## config.mk

```make
export PLATFORM = sky130hd
export DESIGN_NAME = input_event_player_flat
export DESIGN_NICKNAME = d
export VERILOG_FILES = /design/src/rtl/input_event_player_if.sv /design/src/rtl/input_event_player.sv /design/src/flat_wrapper.sv
export SDC_FILE = /design/constraint.sdc
export NUM_CORES = 1
export LEC_CHECK = 0
export ABC_AREA = 0
export ABC_CLOCK_PERIOD_IN_PS = 14100
export BUFFER_PORTS_ARGS = -buffer_cell sky130_fd_sc_hd__buf_2
export CELL_PAD_IN_SITES_DETAIL_PLACEMENT = 1
export CELL_PAD_IN_SITES_GLOBAL_PLACEMENT = 1
export CORE_MARGIN = 2
export CORE_UTILIZATION = 57
export CTS_CLUSTER_DIAMETER = 80
export CTS_CLUSTER_SIZE = 8
export DETAILED_ROUTE_END_ITERATION = 12
export GPL_TIMING_DRIVEN = 1
export MAX_ROUTING_LAYER = met4
export PLACE_DENSITY = 0.92
export SLEW_MARGIN = 20
export SYNTH_ARGS = -nofsm -noshare
export SYNTH_HDL_FRONTEND = slang
export SYNTH_SLANG_ARGS = --single-unit
```

## constraint.sdc

```tcl
create_clock -name clk -period 14.1 [get_ports clk]
set_input_delay 0.705 -clock clk [delete_from_list [all_inputs] [get_ports clk]]
set_output_delay 0.705 -clock clk [all_outputs]
set_load 0.005 [all_outputs]
```

## src/rtl/input_event_player_if.sv

```systemverilog
// Trace-entry stream from an upstream source (trace ROM reader, host bridge)
// into the event player. Each transfer carries one (delay, value) pair and
// completes when s_valid and s_ready are both high at a rising clock edge.
interface input_event_player_if #(
    parameter int DATA_W  = 64,
    parameter int DELAY_W = 32
);
    logic                      s_valid;
    logic                      s_ready;
    logic        [DELAY_W-1:0] s_delay;
    logic signed [DATA_W-1:0]  s_data;

    // Upstream side: offers entries.
    modport master (
        output s_valid,
        output s_delay,
        output s_data,
        input  s_ready
    );

    // Player side: accepts entries.
    modport slave (
        input  s_valid,
        input  s_delay,
        input  s_data,
        output s_ready
    );
endinterface

```

## src/rtl/input_event_player.sv

```systemverilog
// Replays a queued trace of (delay, value) events onto a monitor input as
// single-cycle new_input_0 pulses with cycle-exact spacing. Entries arrive
// through a valid/ready port into a circular FIFO. A small FSM pops the head,
// counts out its delay, then emits one pulse before taking the next entry.
module input_event_player #(
    parameter int DATA_W  = 64,
    parameter int DELAY_W = 32,
    parameter int DEPTH   = 8
) (
    input  logic                       clk,
    input  logic                       rst,
    input  logic                       en,
    input_event_player_if.slave        s_if,
    output logic signed [DATA_W-1:0]   input_0,
    output logic                       new_input_0,
    output logic [$clog2(DEPTH):0]     count,
    output logic                       busy
);

    localparam int PTR_W = $clog2(DEPTH);
    localparam int CNT_W = PTR_W + 1;
    localparam logic [CNT_W-1:0] FULL_CNT = CNT_W'(DEPTH);

    typedef enum logic [1:0] {
        ST_IDLE,
        ST_WAIT,
        ST_EMIT
    } state_t;

    // FIFO storage and bookkeeping
    logic        [DELAY_W-1:0] r_mem_delay [DEPTH];
    logic signed [DATA_W-1:0]  r_mem_data  [DEPTH];
    logic        [PTR_W-1:0]   r_wr_ptr;
    logic        [PTR_W-1:0]   r_rd_ptr;
    logic        [CNT_W-1:0]   r_count;

    // Playback state
    state_t                    r_state;
    logic        [DELAY_W-1:0] r_cnt;
    logic signed [DATA_W-1:0]  r_data;
    logic signed [DATA_W-1:0]  r_input_0;
    logic                      r_new_input_0;

    logic                      w_push;
    logic                      w_pop;
    logic                      w_not_empty;

    assign w_not_empty = (r_count != '0);

    // Full is judged on the registered count, so a pop during a full cycle
    // only frees the slot from the following cycle onward.
    assign s_if.s_ready = (r_count != FULL_CNT);
    assign w_push       = s_if.s_valid && s_if.s_ready;

    // The head leaves the FIFO only when the FSM is ready for a new event.
    // There is no bypass: a freshly written entry is visible one edge later.
    assign w_pop = en && w_not_empty && ((r_state == ST_IDLE) || (r_state == ST_EMIT));

    assign input_0     = r_input_0;
    assign new_input_0 = r_new_input_0;
    assign count       = r_count;
    assign busy        = (r_state != ST_IDLE) || w_not_empty;

    // Write accepted entries into the slot under the write pointer.
    // NOTE: the storage array carries no reset; the pointers and count alone
    // decide which slots hold live entries, so stale contents are never read.
    always_ff @(posedge clk) begin
        if (w_push) begin
            r_mem_delay[r_wr_ptr] <= s_if.s_delay;
            r_mem_data[r_wr_ptr]  <= s_if.s_data;
        end
    end

    // Advance the wrapping pointers and keep the occupancy count in step.
    // NOTE: every register here uses <= so all updates read pre-edge values,
    // which is what lets a push and a pop in one cycle cancel cleanly.
    always_ff @(posedge clk or posedge rst) begin
        if (rst) begin
            r_wr_ptr <= '0;
            r_rd_ptr <= '0;
            r_count  <= '0;
        end else begin
            if (w_push) begin
                r_wr_ptr <= r_wr_ptr + PTR_W'(1);
            end
            if (w_pop) begin
                r_rd_ptr <= r_rd_ptr + PTR_W'(1);
            end
            if (w_push && !w_pop) begin
                r_count <= r_count + CNT_W'(1);
            end else if (!w_push && w_pop) begin
                r_count <= r_count - CNT_W'(1);
            end
        end
    end

    // Playback FSM: pop, count the delay down, emit one pulse; en freezes it.
    always_ff @(posedge clk or posedge rst) begin
        if (rst) begin
            r_state       <= ST_IDLE;
            r_cnt         <= '0;
            r_data        <= '0;
            r_input_0     <= '0;
            r_new_input_0 <= 1'b0;
        end else if (en) begin
            case (r_state)
                ST_IDLE: begin
                    if (w_pop) begin
                        r_cnt   <= r_mem_delay[r_rd_ptr];
                        r_data  <= r_mem_data[r_rd_ptr];
                        r_state <= ST_WAIT;
                    end
                end
                ST_WAIT: begin
                    if (r_cnt == '0) begin
                        r_new_input_0 <= 1'b1;
                        r_input_0     <= r_data;
                        r_state       <= ST_EMIT;
                    end else begin
                        r_cnt <= r_cnt - DELAY_W'(1);
                    end
                end
                ST_EMIT: begin
                    r_new_input_0 <= 1'b0;
                    r_input_0     <= '0;
                    if (w_pop) begin
                        r_cnt   <= r_mem_delay[r_rd_ptr];
                        r_data  <= r_mem_data[r_rd_ptr];
                        r_state <= ST_WAIT;
                    end else begin
                        r_state <= ST_IDLE;
                    end
                end
                default: begin
                    r_state <= ST_IDLE;
                end
            endcase
        end
    end

endmodule

```

## src/flat_wrapper.sv

```systemverilog
// flat-port wrapper written by rule: the top's interface ports become plain ports
module input_event_player_flat 
#(
    parameter int DATA_W  = 64,
    parameter int DELAY_W = 32,
    parameter int DEPTH   = 8
)
  (clk, rst, en, input_0, new_input_0, count, busy, s_if_s_valid, s_if_s_delay, s_if_s_data, s_if_s_ready);
  input_event_player_if #(.DATA_W(DATA_W), .DELAY_W(DELAY_W)) s_if_i ();
  input  logic clk;
  input  logic rst;
  input  logic en;
  output logic signed [DATA_W-1:0] input_0;
  output logic new_input_0;
  output logic [$clog2(DEPTH):0] count;
  output logic busy;
  input wire logic [$bits(s_if_i.s_valid)-1:0] s_if_s_valid;
  input wire logic [$bits(s_if_i.s_delay)-1:0] s_if_s_delay;
  input wire logic [$bits(s_if_i.s_data)-1:0] s_if_s_data;
  output wire logic [$bits(s_if_i.s_ready)-1:0] s_if_s_ready;
  assign s_if_i.s_valid = s_if_s_valid;
  assign s_if_i.s_delay = s_if_s_delay;
  assign s_if_i.s_data = s_if_s_data;
  assign s_if_s_ready = s_if_i.s_ready;
  input_event_player #(.DATA_W(DATA_W), .DELAY_W(DELAY_W), .DEPTH(DEPTH)) u_core (.clk(clk), .rst(rst), .en(en), .s_if(s_if_i), .input_0(input_0), .new_input_0(new_input_0), .count(count), .busy(busy));
endmodule
```

# Word-level counts from Yosys, hierarchy flattened
# Memories as Yosys holds them, arrays and structs flattened. A register that Yosys moved wholly into a read port is not among the register bits.
# Index checks and enable logic that the tools add are counted.
op_classes:
  addsub: 5
  mul: 0
  n_div: 0
  magnitude_cmp: 0
  eq_ne: 7
  shifts: 0
  muxes: 15
  bitwise_logic: 0
  reduce_logical: 21
op_table:
  columns: ["cell", "count"]
  rows:
  - ["$pmux W64 S2", 1]
  - ["$mux W32", 2]
  - ["$mux W64", 1]
  - ["$pmux W32 S2", 1]
  - ["$logic_not A32 Y1", 1]
  - ["$sub A32 B1 Y32 const B", 1]
  - ["$reduce_and A3 Y1", 3]
  - ["$mux W4", 2]
  - ["$reduce_bool A2 Y1", 4]
  - ["$add A3 B1 Y3 const B", 2]
  - ["$ne A2 B1 Y1 const B", 3]
  - ["$pmux W2 S3", 1]
  - ["$logic_and A1 B1 Y1", 5]
  - ["$add A4 B1 Y4 const B", 1]
  - ["$mux W1", 4]
  - ["$mux W2", 2]
  - ["$ne A4 B4 Y1 const B", 1]
  - ["$reduce_and A4 Y1", 1]
  - ["$reduce_bool A4 Y1", 1]
  - ["$sub A4 B1 Y4 const B", 1]
  - ["$eq A2 B1 Y1 const B", 1]
  - ["$eq A2 B2 Y1 const B", 1]
  - ["$logic_not A1 Y1", 2]
  - ["$logic_not A2 Y1", 1]
  - ["4 further kinds", 5]
word_totals:
  register_bits: 109
  latchBits: 0
  ram_bits: 768
  romBits: 0
  elab_cells: 57
  n_memories: 2
memory_table:
  columns: ["memory", "depth", "width", "rd", "rd_clocked_by_memory_dff", "write_ports", "line_no", "source"]
  rows:
  - ["u_core.r_mem_data", 8, 64, 1, 1, 1, "input_event_player.sv:32", "logic signed [DATA_W-1:0] r_mem_data [DEPTH];"]
  - ["u_core.r_mem_delay", 8, 32, 1, 0, 1, "input_event_player.sv:31", "logic [DELAY_W-1:0] r_mem_delay [DEPTH];"]

# Depth between registers and ports, before layout
logic_depth:
  ltp_word: 6
  ltp_mapped: 14
  ltp_nobuf: 12

# Worst setup path after synthesis
# No wires, ideal clock.
synth_path:
  path_kind: "input to register"
  start: "input s_if_s_valid"
  end: "memory u_core.r_mem_data[0][0], enable pin"
  t_arrival_ns: 7.507
  required_ns: 13.432
  path_slack_ns: 5.925
  path_stages: 4
  path_buffers: 0
  path_cell_list: "nand2_1 > inv_1 > nand2b_1 > nor3_1"
synth_via:
  elab_chain_len: 3
synth_lines:
  columns: ["element", "line_no", "source"]
  rows:
  - ["start: declaration", "flat_wrapper.sv:17", "input wire logic [$bits(s_if_i.s_valid)-1:0] s_if_s_valid;"]
  - ["$logic_and A1 B1 Y1", "input_event_player.sv:53", "assign w_push = s_if.s_valid && s_if.s_ready;"]
  - ["via u_core.w_push", "input_event_player.sv:44", "logic w_push;"]
  - ["$mux W1", "input_event_player.sv:68", "if (w_push) begin"]
  - ["$mux W1 (not written as such)", "input_event_player.sv:70", "r_mem_data[r_wr_ptr] <= s_if.s_data;"]
  - ["end: declaration", "input_event_player.sv:32", null]
# The timed path passes the listed nets, and every way through them passes these cells.

# Worst setup path after layout
layout_path:
  start: "register u_core.r_count[0] (netlist: u_core.count[0])"
  end: "register u_core.r_cnt[29]"
layout_via:
  elab_chain_len: 5
layout_lines:
  columns: ["element", "line_no", "source"]
  rows:
  - ["start: declaration", "input_event_player.sv:35", "logic [CNT_W-1:0] r_count;"]
  - ["start signal: assignment", "input_event_player.sv:90", "r_count <= r_count + CNT_W'(1);"]
  - ["start signal: assignment", "input_event_player.sv:92", "r_count <= r_count - CNT_W'(1);"]
  - ["$reduce_bool A4 Y1", "input_event_player.sv:48", "assign w_not_empty = (r_count != '0);"]
  - ["$logic_and A1 B1 Y1 (2 in a row)", "input_event_player.sv:57", "assign w_pop = en && w_not_empty && ((r_state == ST_IDLE) || (r_state == ST_EMIT));"]
  - ["$ne A2 B1 Y1 (no line)", null, null]
  - ["$reduce_and A4 Y1 (no line)", null, null]
  - ["end signal: assignment", "input_event_player.sv:109", "r_cnt <= r_mem_delay[r_rd_ptr];"]
  - ["end signal: assignment", "input_event_player.sv:120", "r_cnt <= r_cnt - DELAY_W'(1);"]
  - ["end signal: assignment", "input_event_player.sv:127", "r_cnt <= r_mem_delay[r_rd_ptr];"]
  - ["end: declaration", "input_event_player.sv:39", "logic [DELAY_W-1:0] r_cnt;"]
# Every way passes these cells.
# A chain may end at the register's enable or synchronous reset.

==> qor.yml <==
status: "completed"
cts_tree: "yes"
slew_headroom: 0.285
fin_crit_sh: 0.324
fp.dieH_um: 256
r2r_setup_slack_ns: 9.53
r2r_cells: 6
rows: 92
ioPinCount: 171
rsz0062_at_grt: "no"
syn2layout_area_growth_pct: 16.2
grt_max_degree: 105
clk_latency_ns: 0.75
max_stage_delay_ns: 0.83
clockBufferDepth: 3
synth_ff_type: "edfxtp_1"
path_cells: "or4_1 > and2_1 > inv_4 > nand2_1 > nand2_1 > o211ai_1"
crit_path_top_delay_cell: "inv_4"
r2r-start: "u_core.count[0]"
tightest_slew_ns: 1.07
synth_seq_cells: 941
cts_hold_buf: 0
total_power_mw: 9.16
syn_avg_cell_area_sq_um: 18.8
synth_edf_count: 768
nFillCells: 5240
drive_gt1_frac: 0.262
hold_class: "input port to asynchronous set/reset pin"
gp_congestion: 0.876
grtUsageMet2: 0.563
wirelength_mm: 119
start_kind: "register"
dp_worst_setup_slack_ns: 9.72
synthCells: 1928
grt_pass1_wl_mm: 164
ir_drop_uv: 122
seq_area_frac_synth: 0.754
ant_nets: 0
dp_hpwl_mm: 52.4
cts_made_buffers: 135
clkSinkCount: 941
ys_warn_count: 0
groute.usage.overall: 0.358
cts.clk_slew.worst_paths_ns: 0.06
grt_pass1_vias: 23095
die-width_um: 256
slew_viol_final: 0
power.leakage_nw: 14.6
grt-ovfl-total: 0
end_kind: "register"
setup_slack_ns: 9.53
crit_arrival_ns: 5.05
fin_crit_ns: 4.57
postCtsSetupBuffers: 0
firstDrtPassIters: 6
p_per_area_nw_per_um2: 217
initial_core_util: 0.576
max_freq_mhz: 219
htree_levels: 4
ys_types: 62
synthesis.nets: 2035
core_area_sq_um: 63100
setup_viol: 0
critPathKind: "register to register"
antenna_found_initial: 22
drt_iter0_markers: 3354
grt-busiest-layer: "met2"
path_max_fanout: 84
via_per_inst: 7.11
grt_use_met1: 0.455
drv_cap: 0
synth_area_sq_um: 36300
use_met3: 0.0839
wl_per_cell_um: 38.0
tns_ns: 0
dieArea_sq_um: 65800
clockRootBuffer: "clkbuf_16"
post_cts_resized: 0
vias: 22302
crit_required_ns: 14.58
crit_path_frequent_cell: "nand2_1"
rr_endpoint: "u_core.r_cnt[29]"
layout.nets: 2265
port_buffers: 170
final_hold_viol_count: 0
drc_errors: 0
async_flop_share: 0.184
finClkSkew_ns: 0.0339
## synthesized netlist by cell type, drive strengths merged, types with 2 or more instances
cell type	instances	area, sq um
a211oi	8	95.1
a21o	2	15.0
a21oi	10	50.1
a221o	4	40.0
a31o	4	35.0
a31oi	11	68.8
a32oi	2	17.5
and2	5	31.3
and3	7	43.8
buf	55	265
clkbuf	51	191
clkinv	2	7.51
dfrtp	173	4330
edfxtp	768	23100
ha	6	75.1
inv	13	48.8
mux2	17	191
mux2i	82	821
mux4	192	4320
nand2	224	841
nand2b	12	75.1
nand3	6	30.0
nand4	3	18.8
nor2	31	124
nor2b	3	18.8
nor3	14	70.1
nor4	11	90.1
o211a	3	30.0
o211ai	10	75.1
o21ai	132	664
o221ai	7	61.3
o311ai	8	70.1
o31a	4	35.0
o32ai	8	70.1
or2	2	15.0
or3	10	62.6
or4	9	75.1
xnor2	6	52.6
## critical path, delay by kind of cell (launching register included)
family          cells  cell delay (ns)
buf+inv             1             0.83
flops               1             0.46
simple gates        4             2.63
compound gates      1             0.40
## logic make-up (layout without fill, tap and decap cells)
family / after synthesis / in the layout / share of synthesized area
compound gates: 221 / 221 / 0.0389
xor+xnor: 7 / 7 / 0.00169
fa+ha+maj: 7 / 7 / 0.00262
buf+inv: 121 / 453 / 0.0141
flops: 941 / 941 / 0.754
mux: 291 / 291 / 0.147
other cells: 0 / 31 / 0
simple gates: 340 / 340 / 0.0419
## sequential cells by signal, indices dropped and copies added (netlist names)
name and count:
u_core.r_data 64, u_core.input_0 64, u_core.r_mem_data 512, u_core.r_cnt 32, u_core.new_input_0 1, u_core.r_mem_delay 256
u_core.r_wr_ptr 3, u_core.r_state 2, u_core.count 4, u_core.r_rd_ptr 3
## cells in the final DEF, fill, tap and decap left out, types with 17 or more instances in the layout
cell / n
edfxtp_1: 768
nand2_1: 223
mux4_2: 192
buf_2: 170
dfrtp_1: 170
clkbuf_16: 143
o21ai_0: 124
clkbuf_1: 88
mux2i_1: 82
diode_2: 31
buf_4: 25
nor2_1: 24
mux2_2: 17
## how the worst max path moves through the flow
stage | from | to | slack (ns) | depth (start not counted)
2_1_floorplan | s_if_s_valid | u_core.r_mem_data[0][0] | 5.93 | 4
5_1_grt | u_core.count[0] | u_core.r_cnt[29] | 9.45 | 6
3_5_place_dp | en | u_core.r_cnt[26] | 9.72 | 7
6_report | u_core.count[0] | u_core.r_cnt[29] | 9.53 | 6
4_1_cts | u_core.r_cnt[15] | u_core.input_0[23] | 9.66 | 6
3_3_place_gp | en | u_core.r_cnt[5] | 10.13 | 7
## layout make-up
cell class | count | area, sq um | share of cell area
antenna | 31 | 77.6 | 0.00184
sequential | 941 | 27400 | 0.649
timing repair buffer | 199 | 1100 | 0.0261
inverter | 15 | 66.3 | 0.00157
tap | 846 | 1060 | 0.0251
multi-input combinational | 866 | 8510 | 0.201
clock inverter | 8 | 92.6 | 0.00219
clock buffer | 231 | 3910 | 0.0926
## per-stage QoR
step	util	std cells	hold WS [ns]	area [sq um]
global placement	0.604	2867	0.460	38100
global route	0.669	3134	0.207	42200
CTS	0.668	3106	0.189	42100
detailed placement	0.604	2867	0.479	38100
floorplan	-	1928	0.450	36300
finish	0.669	3137	0.177	42200
## power by group
part	internal, mW	total, mW	leakage (nW)	switching, mW
sequential	3.51	3.91	9.18	0.397
combinational	0.856	2.05	3.49	1.20
clock	1.88	3.20	1.91	1.32
## metal layers
metal  up-vias  wire length [um]
met5         -                 0
met4         0              5980
met3       458             13600
met2      2180             58400
met1     11457             41300
li1       8207                 -
(Power assumes the default switching activity.)
